--- src/rtl/ram_if_pkg.sv ---
// Shared definitions for the ram_if_2 front end: bus widths, timeout default
// and the arbiter FSM encoding.
package ram_if_pkg;

    localparam int ADDR_W_DEF  = 13;
    localparam int DATA_W_DEF  = 64;
    localparam int TIMEOUT_DEF = 1023;
    localparam int TO_W_DEF    = 10;

    typedef enum logic [1:0] {
        ST_IDLE  = 2'd0,
        ST_ISSUE = 2'd1,
        ST_RESP  = 2'd2,
        ST_GAP   = 2'd3
    } state_t;

endpackage

--- src/rtl/rr_arb2.sv ---
// Two-request round-robin picker; on a tie the port not named by last wins.
// Purely combinational; the caller owns the pointer register.
module rr_arb2 (
    input  logic [1:0] req,
    input  logic       last,
    input  logic       en,
    output logic [1:0] gnt,
    output logic       next_last
);

    always_comb begin
        gnt = 2'b00;
        if (en) begin
            case (req)
                2'b01:   gnt = 2'b01;
                2'b10:   gnt = 2'b10;
                2'b11:   gnt = last ? 2'b01 : 2'b10;
                default: gnt = 2'b00;
            endcase
        end
        next_last = (|gnt) ? gnt[1] : last;
    end

endmodule

--- src/rtl/ram_if_arbiter.sv ---
// Two-port round-robin arbiter and transaction sequencer in front of ram_if_2.
// One transaction at a time: IDLE -> ISSUE -> RESP -> GAP -> IDLE.
module ram_if_arbiter
    import ram_if_pkg::*;
#(
    parameter int ADDR_W  = ADDR_W_DEF,
    parameter int DATA_W  = DATA_W_DEF,
    parameter int TIMEOUT = TIMEOUT_DEF,
    parameter int TO_W    = TO_W_DEF
) (
    input  logic              cache_clk,
    input  logic              areset_n,
    input  logic              req0_rd,
    input  logic              req0_wr,
    input  logic [ADDR_W-1:0] req0_addr,
    input  logic [DATA_W-1:0] req0_wdata,
    output logic              req0_ack,
    output logic              req0_err,
    output logic [DATA_W-1:0] req0_rdata,
    input  logic              req1_rd,
    input  logic              req1_wr,
    input  logic [ADDR_W-1:0] req1_addr,
    input  logic [DATA_W-1:0] req1_wdata,
    output logic              req1_ack,
    output logic              req1_err,
    output logic [DATA_W-1:0] req1_rdata,
    output logic              if_rd,
    output logic              if_wr,
    output logic [ADDR_W-1:0] if_addr,
    output logic [DATA_W-1:0] if_wdata,
    input  logic [DATA_W-1:0] if_rdata,
    input  logic              if_ack,
    output logic [1:0]        grant,
    output logic              busy
);

    state_t            state, state_d;
    logic              last_q;
    logic [TO_W-1:0]   to_cnt;
    logic              err_q;
    logic [1:0]        gnt;
    logic              next_last;
    logic              timeout_hit;
    logic              sel_wr;
    logic [ADDR_W-1:0] sel_addr;
    logic [DATA_W-1:0] sel_wdata;

    rr_arb2 u_arb (
        .req       ({req1_rd | req1_wr, req0_rd | req0_wr}),
        .last      (last_q),
        .en        (state == ST_IDLE),
        .gnt       (gnt),
        .next_last (next_last)
    );

    assign sel_wr    = gnt[1] ? req1_wr    : req0_wr;
    assign sel_addr  = gnt[1] ? req1_addr  : req0_addr;
    assign sel_wdata = gnt[1] ? req1_wdata : req0_wdata;

    // Fires on the TIMEOUT-th ISSUE cycle without an ack.
    assign timeout_hit = (to_cnt >= TO_W'(TIMEOUT - 1));

    always_ff @(posedge cache_clk or negedge areset_n) begin
        if (!areset_n) state <= ST_IDLE;
        else           state <= state_d;
    end

    always_comb begin
        state_d = state;
        case (state)
            ST_IDLE:  if (|gnt) state_d = ST_ISSUE;
            ST_ISSUE: if (if_ack || timeout_hit) state_d = ST_RESP;
            ST_RESP:  state_d = ST_GAP;
            ST_GAP:   if (!if_ack) state_d = ST_IDLE;
            default:  state_d = ST_IDLE;
        endcase
    end

    always_comb begin
        busy     = (state != ST_IDLE);
        req0_ack = (state == ST_RESP) && grant[0];
        req1_ack = (state == ST_RESP) && grant[1];
        req0_err = req0_ack && err_q;
        req1_err = req1_ack && err_q;
    end

    always_ff @(posedge cache_clk or negedge areset_n) begin
        if (!areset_n) begin
            if_rd      <= 1'b0;
            if_wr      <= 1'b0;
            if_addr    <= '0;
            if_wdata   <= '0;
            grant      <= 2'b00;
            last_q     <= 1'b1;
            to_cnt     <= '0;
            err_q      <= 1'b0;
            req0_rdata <= '0;
            req1_rdata <= '0;
        end else begin
            case (state)
                ST_IDLE: begin
                    if (|gnt) begin
                        if_rd    <= ~sel_wr;
                        if_wr    <= sel_wr;
                        if_addr  <= sel_addr;
                        if_wdata <= sel_wdata;
                        grant    <= gnt;
                        last_q   <= next_last;
                        to_cnt   <= '0;
                        err_q    <= 1'b0;
                    end
                end
                ST_ISSUE: begin
                    if (if_ack) begin
                        if_rd <= 1'b0;
                        if_wr <= 1'b0;
                        err_q <= 1'b0;
                        if (if_rd && grant[0]) req0_rdata <= if_rdata;
                        if (if_rd && grant[1]) req1_rdata <= if_rdata;
                    end else begin
                        if (to_cnt != TO_W'(TIMEOUT)) to_cnt <= to_cnt + TO_W'(1);
                        if (timeout_hit) begin
                            if_rd <= 1'b0;
                            if_wr <= 1'b0;
                            err_q <= 1'b1;
                        end
                    end
                end
                ST_GAP: begin
                    if (!if_ack) grant <= 2'b00;
                end
                default: ;
            endcase
        end
    end

endmodule

--- config.mk ---
export PLATFORM = sky130hd
export DESIGN_NAME = ram_if_arbiter
export DESIGN_NICKNAME = d
export VERILOG_FILES = /design/src/rtl/ram_if_pkg.sv /design/src/rtl/rr_arb2.sv /design/src/rtl/ram_if_arbiter.sv
export SDC_FILE = /design/constraint.sdc
export NUM_CORES = 1
export LEC_CHECK = 0
export ABC_AREA = 1
export CAP_MARGIN = 10
export CORE_AREA = 2 2 173 175
export DETAILED_ROUTE_END_ITERATION = 10
export DIE_AREA = 0 0 175 177
export PLACE_DENSITY = 0.68
export SYNTH_ARGS = -nofsm -noshare
export SYNTH_HDL_FRONTEND = slang
export SYNTH_SLANG_ARGS = --single-unit
--- constraint.sdc ---
create_clock -name cache_clk -period 1.92 [get_ports cache_clk]
set_clock_uncertainty 0.05 [all_clocks]
set_input_delay 0.48 -clock cache_clk [delete_from_list [all_inputs] [get_ports cache_clk]]
set_output_delay 0.48 -clock cache_clk [all_outputs]
set_load 0.01 [all_outputs]
==> key figures, run 1 <==
Run status
  • Status: finished, violations left
  • Violated checks: negative setup slack

Global route
  • Largest net degree at the start of global routing: 46
  • Gr ovfl total: 0
  • Vias in the first global route: 8,946
  • Global route hottest layer: met2
  • Gr usage total: 20.17%
  • Met2 Use GR: roughly a third
  • GR Layer Usage met3: 5.112%
  • Global-route wire length before repair: 49.27 mm
  • Initial antenna violation count: 12
  • Met1 usage: 24.22%

Synth
  • Area share of the largest cell type after synthesis: 59.95%
  • Net Count, Synth: 1,288
  • Ranking of synthesized cells by area: dfrtp_1, nand2_1, o21ai_0, nand3_1, inv_1
  • Synth area leader: dfrtp_1
  • Unique masters post-synth: 26
  • Register area share after synthesis: 60.23%
  • Synth Register Bits: roughly 220
  • Mapped Area: 9266 um2
  • Syn Area/Cell: 8.775 um2
  • Mapped Cells: 1,056
  • Yosys warning count: 0

STA
  • Hold Vio Cnt, Final: 0
  • Slew Limit Headroom: between 70% and 80%
  • Final slew viol count: 0
  • Max Fclk: roughly 500 MHz
  • Final setup TNS: -185.5 ps
  • Min Tclk post-route: 2002 ps
  • RSZ-0062 raised after global routing: yes
  • Worst slew pin tran: about 400 ps
  • Final setup violation count: 3
  • Tcrit/Tclk final: 104.3%
  • Fin worst setup slack: -81.88 ps

Worst setup path
  • Worst path slowest cell: dfrtp_2
  • Startpoint types: flip-flop
  • Reg2Reg Depth: 11
  • CP top delay family: flip-flops
  • CP startpoint: state[1]
  • CP endpoint kind: output pin
  • Critical path arrival: about 1500 ps
  • Critical Path RT: roughly 1400 ps
  • CP bufs+invs: 3
  • Stages on the worst setup path: 4
  • R2R setup slack: 90 ps
  • Delay of the slowest critical-path stage: 440 ps
  • Critical path cell sequence: inv_2, ha_2, inv_2, clkdlybuf4s15_2
  • CP Max Fanout: 3
  • Kind of critical path: reg2out
  • Reg2reg start: state[1]
  • Most common cell on crit path: inv_2
  • Reg2reg end: if_wdata[46]

Clock tree
  • # clock sinks: 223
  • Clock Latency Late Sink: 520 ps
  • Clock slew at reported path FFs: roughly 60 ps
  • CTS Buf Count: 25
  • Root buf cell: clkbuf_16
  • Max Buffers Root-to-Sink: 3
  • CTS H-tree lvls: 1
  • TritonCTS clock tree: yes

Placement
  • Post-Place Cells: 1,886
  • Port buffer count: 438
  • Final GP Congestion: 0.8594
  • Final HPWL DP: 24.31 mm

Die
  • Site Rows: 63
  • Die Span Y: 177 um
  • Starting Density: between 30% and 40%
  • Die area: approximately 31,000 um2
  • Die X: around 180 um
  • Io pins: 439
  • Core area: 29,240 um2

Pwr
  • VDD IR max: ~0.00065 V
  • Power per Cell Area: 1415 nW/um2
  • P_leak: 7.933 nW

Drt
  • Antenna Nets Post-Route: 0
  • Residual DRC: 0
  • Initial DRC Count: about 430
  • Drt pass-1 iters: 5
  • Vias/cell: 4.572
  • Routed len/inst: 16.34 um
  • WL final: 31.88 mm
  • Via count: around 8,900

Cells and area
  • Commonest non-fill, non-tap cells in the layout: nand2_1, clkdlybuf4s50_1, dfrtp_1
  • Area Overhead vs Synth: 65.95%
  • Final std cells w/o fill: 1,951
  • Area occupied by multi-input gates: ~3100 um2
  • Filler cells: 2,747
  • Commonest non-fill, non-tap cell in the layout: nand2_1
  • Register Area: 5584 um2
  • Final nets: 1,763
  • Layout cells sized above 1: 9.742%

Hold path
  • Hold/Removal Path Class: in2async

Flow run
  • MaxCap Viol Count: 0
-- area by class of cell --
cell class              instances  share of cell area (%)
diodes                         11                  0.1790
clock buffers                  32                   4.630
clock inverters                14                   1.668
inverters                      88                   2.148
multi-input cells             691                   20.33
flip-flops and latches        223                   36.31
well taps                     390                   3.173
repair buffers                502                   31.56
-- routing by layer --
metal | part of all wire, % | up-vias
met5 | 0 | -
met3 | 7.9 | 61
met1 | 39 | 4174
met2 | 49 | 397
li1 | - | 4287
met4 | 3.9 | 0
-- logic make-up after synthesis --
family | share of synthesized area (%)
flip-flops | 60.24
AO/OA/AOI/OAI | 8.237
XOR/XNOR | 0.09454
buffers and inverters | 6.765
adder cells (fa/ha/maj) | 0.9451
AND/OR/NAND/NOR | 23.72
-- what timing repair did --
action	4_1_cts	5_1_grt
setup endpoints to repair	214	112
endpoints found under the hold margin	34	0
hold buffers	1	0
pin swaps	0	1
resized for setup	237	13
gates cloned	0	1
setup buffers	6	0
-- worst max-delay path by stage --
stage | slack, ps | end
final | -80 | busy
after global routing | -150 | busy
after CTS | -100 | busy
after detailed placement | -80 | if_wdata[3]
after global placement | -80 | if_wdata[0]
after floorplan | 350 | if_addr[0]
-- metrics by stage --
stage,instance area [um2],setup slack (ps),hold slack (ps),power (mW),utilization (%)
floorplan,9266,347.2,134.4,11.51,-
global placement,14510,-80.83,366.2,17.19,49.61
detailed placement,14510,-81.60,365.5,17.37,49.61
CTS,15270,-96.56,401.4,21.86,52.23
global route,15380,-145.3,438.5,23.20,52.58
finish,15380,-81.88,423.2,21.76,52.58
-- worst register-to-register path: cells and delay by family, from the launching register on --
kind	cells	cell delay [ps]
fa+ha+maj	1	190
simple gates	4	430
flops	1	440
buf+inv	6	660
-- registers in the layout, indices dropped and copies added (netlist names) --
| name | count |
|---|---|
| err_q | 1 |
| grant | 2 |
| if_addr | 13 |
| if_rd | 1 |
| if_wdata | 64 |
| if_wr | 1 |
| last_q | 1 |
| req0_rdata | 64 |
| req1_rdata | 64 |
| state | 2 |
| to_cnt | 10 |
-- cells in the mapped netlist --
cell / count
ha_1: 7
buf_2: 15
inv_1: 84
nand2_1: 406
o21ai_1: 2
buf_1: 1
nor2_4: 6
dfstp_2: 1
nand2_2: 3
clkbuf_1: 25
buf_4: 7
o21ai_0: 141
nor2_1: 16
o21bai_1: 1
buf_6: 5
xor2_1: 1
nor2_2: 2
buf_8: 1
nand2_4: 1
inv_2: 4
a21oi_1: 1
nand4_1: 2
or2_2: 1
o21ai_2: 4
dfrtp_1: 222
nand3_1: 97
-- power by group --
group	leakage [nW]	switching, mW	internal (mW)	total (mW)
logic	4.54	4.55	4.11	8.67
clock network	0.480	1.97	3.56	5.53
registers	2.91	1.03	6.53	7.56
total	7.93	7.55	14.2	21.8
Power figures use the tool's default switching activity.
==> run 2: changes to the inputs <==
Settings changed: PLACE_DENSITY 0.68 to default.
==> run 2 against run 1 <==
Critical path type unchanged; the flow still finishes with violations (negative setup slack); design area shrank 1.0%; hold slack got worse by 33 ps; largest cell class unchanged; setup slack gained 36 ps; utilization shrank 0.55 points; die area unchanged; critical path depth increased by 1.
==> key figures, run 2 (same netlist as run 1, synthesis figures left out) <==
STA
  • Fin worst setup slack: -46.35 ps
  • Hold Vio Cnt, Final: 0
  • Min Tclk post-route: 1966 ps
  • Max Fclk: 508.6 MHz
  • Final setup TNS: -80.17 ps
  • Tcrit/Tclk final: 102.4%
  • Final slew viol count: 0
  • RSZ-0062 raised after global routing: yes
  • Worst slew pin tran: 391.4 ps
  • Final setup violation count: 3
  • Slew Limit Headroom: 73.91%

Die
  • Die X: 175 um
  • Die Span Y: approximately 180 um
  • Site Rows: 63
  • Starting Density: around a third
  • Io pins: 439
  • Die area: 30,980 um2
  • Core area: 29,240 um2

Cells and area
  • Final instance area: 15,220 um2
  • Layout cells sized above 1: 9.203%
  • Area Overhead vs Synth: 64.22%
  • Commonest non-fill, non-tap cells in the layout: nand2_1, clkdlybuf4s50_1, dfrtp_1
  • Top Registers: if_wdata (64), req0_rdata (64), req1_rdata (64)
  • Final nets: 1,754
  • Commonest non-fill, non-tap cell in the layout: nand2_1
  • Final Util: a little over half

Pwr
  • Overall Power: 21.12 mW
  • P_leak: 7.840 nW
  • VDD IR max: approximately 0.00067 V
  • Power per Cell Area: 1388 nW/um2

Run status
  • Violated checks: negative setup slack
  • Status: finished, violations left

Drt
  • Via count: 8,795
  • Drt pass-1 iters: 5
  • Initial DRC Count: between 400 and 500
  • Antenna Nets Post-Route: 0
  • Routed len/inst: about 17 um
  • Vias/cell: 4.531
  • WL final: 32.65 mm
  • Residual DRC: 0

Worst setup path
  • CP startpoint: state[0]
  • Kind of critical path: reg2out
  • R2R setup slack: 120 ps
  • Critical Path RT: 1390 ps
  • CP Max Fanout: 3
  • CP endpoint kind: output pin
  • Startpoint types: flip-flop
  • Critical path cell sequence: inv_2, ha_4, nand2_2, nor2_2, buf_2
  • Worst path slowest cell: dfrtp_1
  • Reg2reg start: state[0]
  • Critical path arrival: between 1000 and 1500 ps
  • Worst Setup EP: req0_err
  • Delay of the slowest critical-path stage: 390 ps
  • Reg2Reg Depth: 12
  • Reg2reg end: if_wdata[49]

Hold path
  • Hold/Removal Path Class: in2async

Clock tree
  • # clock sinks: 223
  • CTS Buf Count: 27
  • Root buf cell: clkbuf_16
  • CTS H-tree lvls: 1
  • Clock slew at reported path FFs: approximately 60 ps
  • Clock Latency Late Sink: 520 ps
  • Max Buffers Root-to-Sink: 3
  • TritonCTS clock tree: yes

Placement
  • Final GP Congestion: 0.8320
  • Port buffer count: between 400 and 500
  • Total placed instance area: ~14,000 um2
  • Final HPWL DP: 24.64 mm

Global route
  • Gr ovfl total: 0
  • Gr usage total: 20.41%
  • Initial antenna violation count: 8
  • Largest net degree at the start of global routing: 51
  • Global-route wire length before repair: 49.32 mm
  • Vias in the first global route: approximately 8,800

Flow run
  • MaxCap Viol Count: 0
[run 2: changes by cell type in the layout (fill, tap and decap cells not counted), sizes merged]
cell,delta
clkbuf,+8
buf,-11
clkinv,+2
clkinvlp,+1
diode,-3
bufinv,-5
clkdlybuf4s15,-1
inv,-1
[run 2: metrics by stage]
step | hold WS [ps] | worst slack, ps | std cells
floorplan | 134.4 | 347.2 | 1056
global placement | 368.7 | -87.34 | 1876
detailed placement | 364.7 | -112.9 | 1876
CTS | 376.2 | -79.78 | 1931
global route | 402.9 | -144.7 | 1941
finish | 390.5 | -46.35 | 1941
[run 2: area by class of cell]
class                           count  area (um2)
Antenna cell                        8       20.02
Clock buffer                       39       800.8
Clock inverter                     11       111.4
Fill cell                        2808       14030
Inverter                           88       337.8
Multi-Input combinational cell    691        3115
Sequential cell                   223        5585
Tap cell                          390       488.0
Timing Repair Buffer              491        4758
[run 2: repair_timing]
action	4_1_cts	5_1_grt
setup endpoints to repair	221	32
endpoints found under the hold margin	39	0
hold buffers	1	0
gates resized for setup	246	9
setup buffers	4	0
gates cloned	0	2
pin swaps	2	2
[run 2: worst min path at each step]
stage | start | end | slack, ps | cells past startpoint
detailed placement | areset_n | if_wdata[39] | 360 | 1
global placement | areset_n | if_wdata[39] | 370 | 1
floorplan | areset_n | err_q | 130 | 0
finish | areset_n | if_wdata[39] | 390 | 2
global route | areset_n | if_wdata[39] | 400 | 2
CTS | areset_n | if_wdata[39] | 380 | 2
[run 2: per-layer routing]
metal	vias to the layer above	part of all wire (%)	GRT usage, %	routed length (um)
met4	0	2.4	8.542	783
met5	-	0	0	0
li1	4281	-	-	-
met2	361	50	34.80	16450
met1	4114	39	24.17	12720
met3	39	8.3	5.842	2702
[run 2: report_power, final]
| part | leakage [nW] | internal (mW) | switching [mW] | total [mW] |
|---|---|---|---|---|
| clock | 0.455 | 3.15 | 1.98 | 5.14 |
| sequential | 2.91 | 6.54 | 0.991 | 7.53 |
| combinational | 4.48 | 3.89 | 4.57 | 8.45 |
| total | 7.84 | 13.6 | 7.54 | 21.1 |
[run 2: critical path: cells and delay by family (launching register included)]
family / cells / cell delay [ps]
buffers and inverters: 2 / 230
and+or+nand+nor: 2 / 140
DFF: 1 / 390
adders and majority gates: 1 / 160
==> run 3: changes to the inputs <==
--- a/constraint.sdc
+++ b/constraint.sdc
@@ -4,2 +4,2 @@
 set_output_delay 0.48 -clock cache_clk [all_outputs]
-set_load 0.01 [all_outputs]
+set_load 0.05 [all_outputs]
==> run 3 against run 2 <==
The flow still finishes with violations (negative setup slack); global-route usage up 0.16 points; fmax down 3.8%; wire length up 0.99%; register-to-register slack worse by 70 ps; critical path depth unchanged; sequential share of layout area up 0.88 points; critical path type unchanged; largest cell class unchanged; highest routed layer unchanged.
==> key figures, run 3 (same netlist as run 1, synthesis figures left out) <==
Run status
  • Status: finished, violations left
  • Violated checks: negative setup slack

Global route
  • Largest net degree at the start of global routing: 62
  • Initial antenna violation count: 7
  • Global-route wire length before repair: 49.67 mm
  • Gr usage total: 20.56%
  • Gr ovfl total: 0
  • Vias in the first global route: roughly 8,600

Drt
  • Via count: 8,738
  • WL final: around 33 mm
  • Initial DRC Count: 454
  • Routed len/inst: 17.15 um
  • Antenna Nets Post-Route: 0
  • Vias/cell: ~4.5
  • Residual DRC: 0
  • Drt pass-1 iters: 4

STA
  • WHS: between 400 and 500 ps
  • Max Fclk: 489.4 MHz
  • RSZ-0062 raised after global routing: yes
  • Final slew viol count: 0
  • Min Tclk post-route: just over 2000 ps
  • Final setup TNS: -586.5 ps
  • Worst slew pin tran: 500.4 ps
  • Tcrit/Tclk final: 106.4%
  • Hold Vio Cnt, Final: 0
  • Final setup violation count: 5
  • Slew Limit Headroom: between 60% and 70%
  • Fin worst setup slack: -123.5 ps

Clock tree
  • Clock Latency Late Sink: 520 ps
  • Root buf cell: clkbuf_16
  • CTS Buf Count: 26
  • TritonCTS clock tree: yes
  • CTS H-tree lvls: 1
  • # clock sinks: 223
  • Max Buffers Root-to-Sink: 3
  • Clock slew at reported path FFs: 60 ps

Die
  • Die X: around 180 um
  • Die area: 30,980 um2
  • Io pins: 439
  • Site Rows: 63
  • Core area: 29,240 um2
  • Die Span Y: 177 um
  • Starting Density: 31.69%

Cells and area
  • Top Registers: if_wdata (64), req0_rdata (64), req1_rdata (64)
  • Commonest non-fill, non-tap cell in the layout: nand2_1
  • Layout cells sized above 1: 21.76%
  • Final nets: 1,740
  • Final Util: 50.79%
  • Commonest non-fill, non-tap cells in the layout: nand2_1, buf_4, clkdlybuf4s50_1
  • Final instance area: between 10,000 and 15,000 um2
  • Area Overhead vs Synth: 60.27%

Pwr
  • Overall Power: approximately 27 mW
  • P_leak: 7.391 nW
  • Power per Cell Area: approximately 1800 nW/um2
  • VDD IR max: 0.0009116 V

Worst setup path
  • CP Max Fanout: 4
  • CP endpoint kind: output pin
  • Startpoint types: flip-flop
  • Critical path arrival: 1510 ps
  • Critical Path RT: around 1400 ps
  • Kind of critical path: reg2out

Flow run
  • MaxCap Viol Count: 0

Placement
  • Final GP Congestion: 0.8386
  • Port buffer count: 438
  • Total placed instance area: ~14,000 um2
  • Final HPWL DP: 25.06 mm

Hold path
  • Hold/Removal Path Class: in2async
[run 3: repair_timing]
item / 4_1_cts / 5_1_grt
pin swaps: 3 / 5
hold endpoints to repair: 40 / 0
gates resized for setup: 11 / 13
buffers inserted: 3 / 4
setup endpoints to repair: 5 / 57
cloned: 0 / 0
hold buffers: 1 / 0
[run 3: layout make-up]
| type | instances | area [um2] |
|---|---|---|
| Sequential cell | 223 | 5582 |
| Clock buffer | 36 | 738.2 |
| Antenna cell | 7 | 17.52 |
| Inverter | 88 | 337.8 |
| Tap cell | 390 | 488.0 |
| Timing Repair Buffer | 478 | 4384 |
| Clock inverter | 10 | 166.4 |
| Multi-Input combinational cell | 691 | 3138 |
| Fill cell | 2737 | 14390 |
[run 3: worst max-delay path: stages (launching register included)]
cell     delay (ps)
dfrtp_1         400
buf_6           120
ha_4            150
nand2_4          60
nor2_4          110
buf_12          140
[run 3: per-stage QoR]
step | cells | worst slack [ps]
2_1_floorplan | 1056 | 172.7
3_3_place_gp | 1862 | -8.979
3_5_place_dp | 1862 | -106.0
4_1_cts | 1912 | -182.6
5_1_grt | 1923 | -199.8
6_report | 1923 | -123.5
[run 3: final timing paths]
check | from | slack [ps] | end | cells past startpoint
max in group asynchronous | areset_n | 770 | last_q | 3
max reg2reg | state[0] | 50 | if_wdata[59] | 11
min | areset_n | 430 | if_wdata[50] | 2
max | state[1] | -120 | req0_err | 5
min reg2reg | last_q | 430 | last_q | 2
min in group cache_clk | last_q | 430 | last_q | 2
[run 3: power by group]
| part | switching [mW] | internal [mW] | total [mW] |
|---|---|---|---|
| registers | 1.16 | 6.53 | 7.69 |
| clock network | 1.98 | 3.22 | 5.20 |
| logic | 9.90 | 4.34 | 14.2 |
[run 3: per-layer routing]
layer | track usage [%] | vias up | wire length (um)
met2 | 35.14 | 348 | 16310
met5 | 0 | - | 0
li1 | - | 4239 | -
met3 | 5.155 | 53 | 2526
met4 | 8.056 | 0 | 1033
met1 | 24.99 | 4098 | 13110
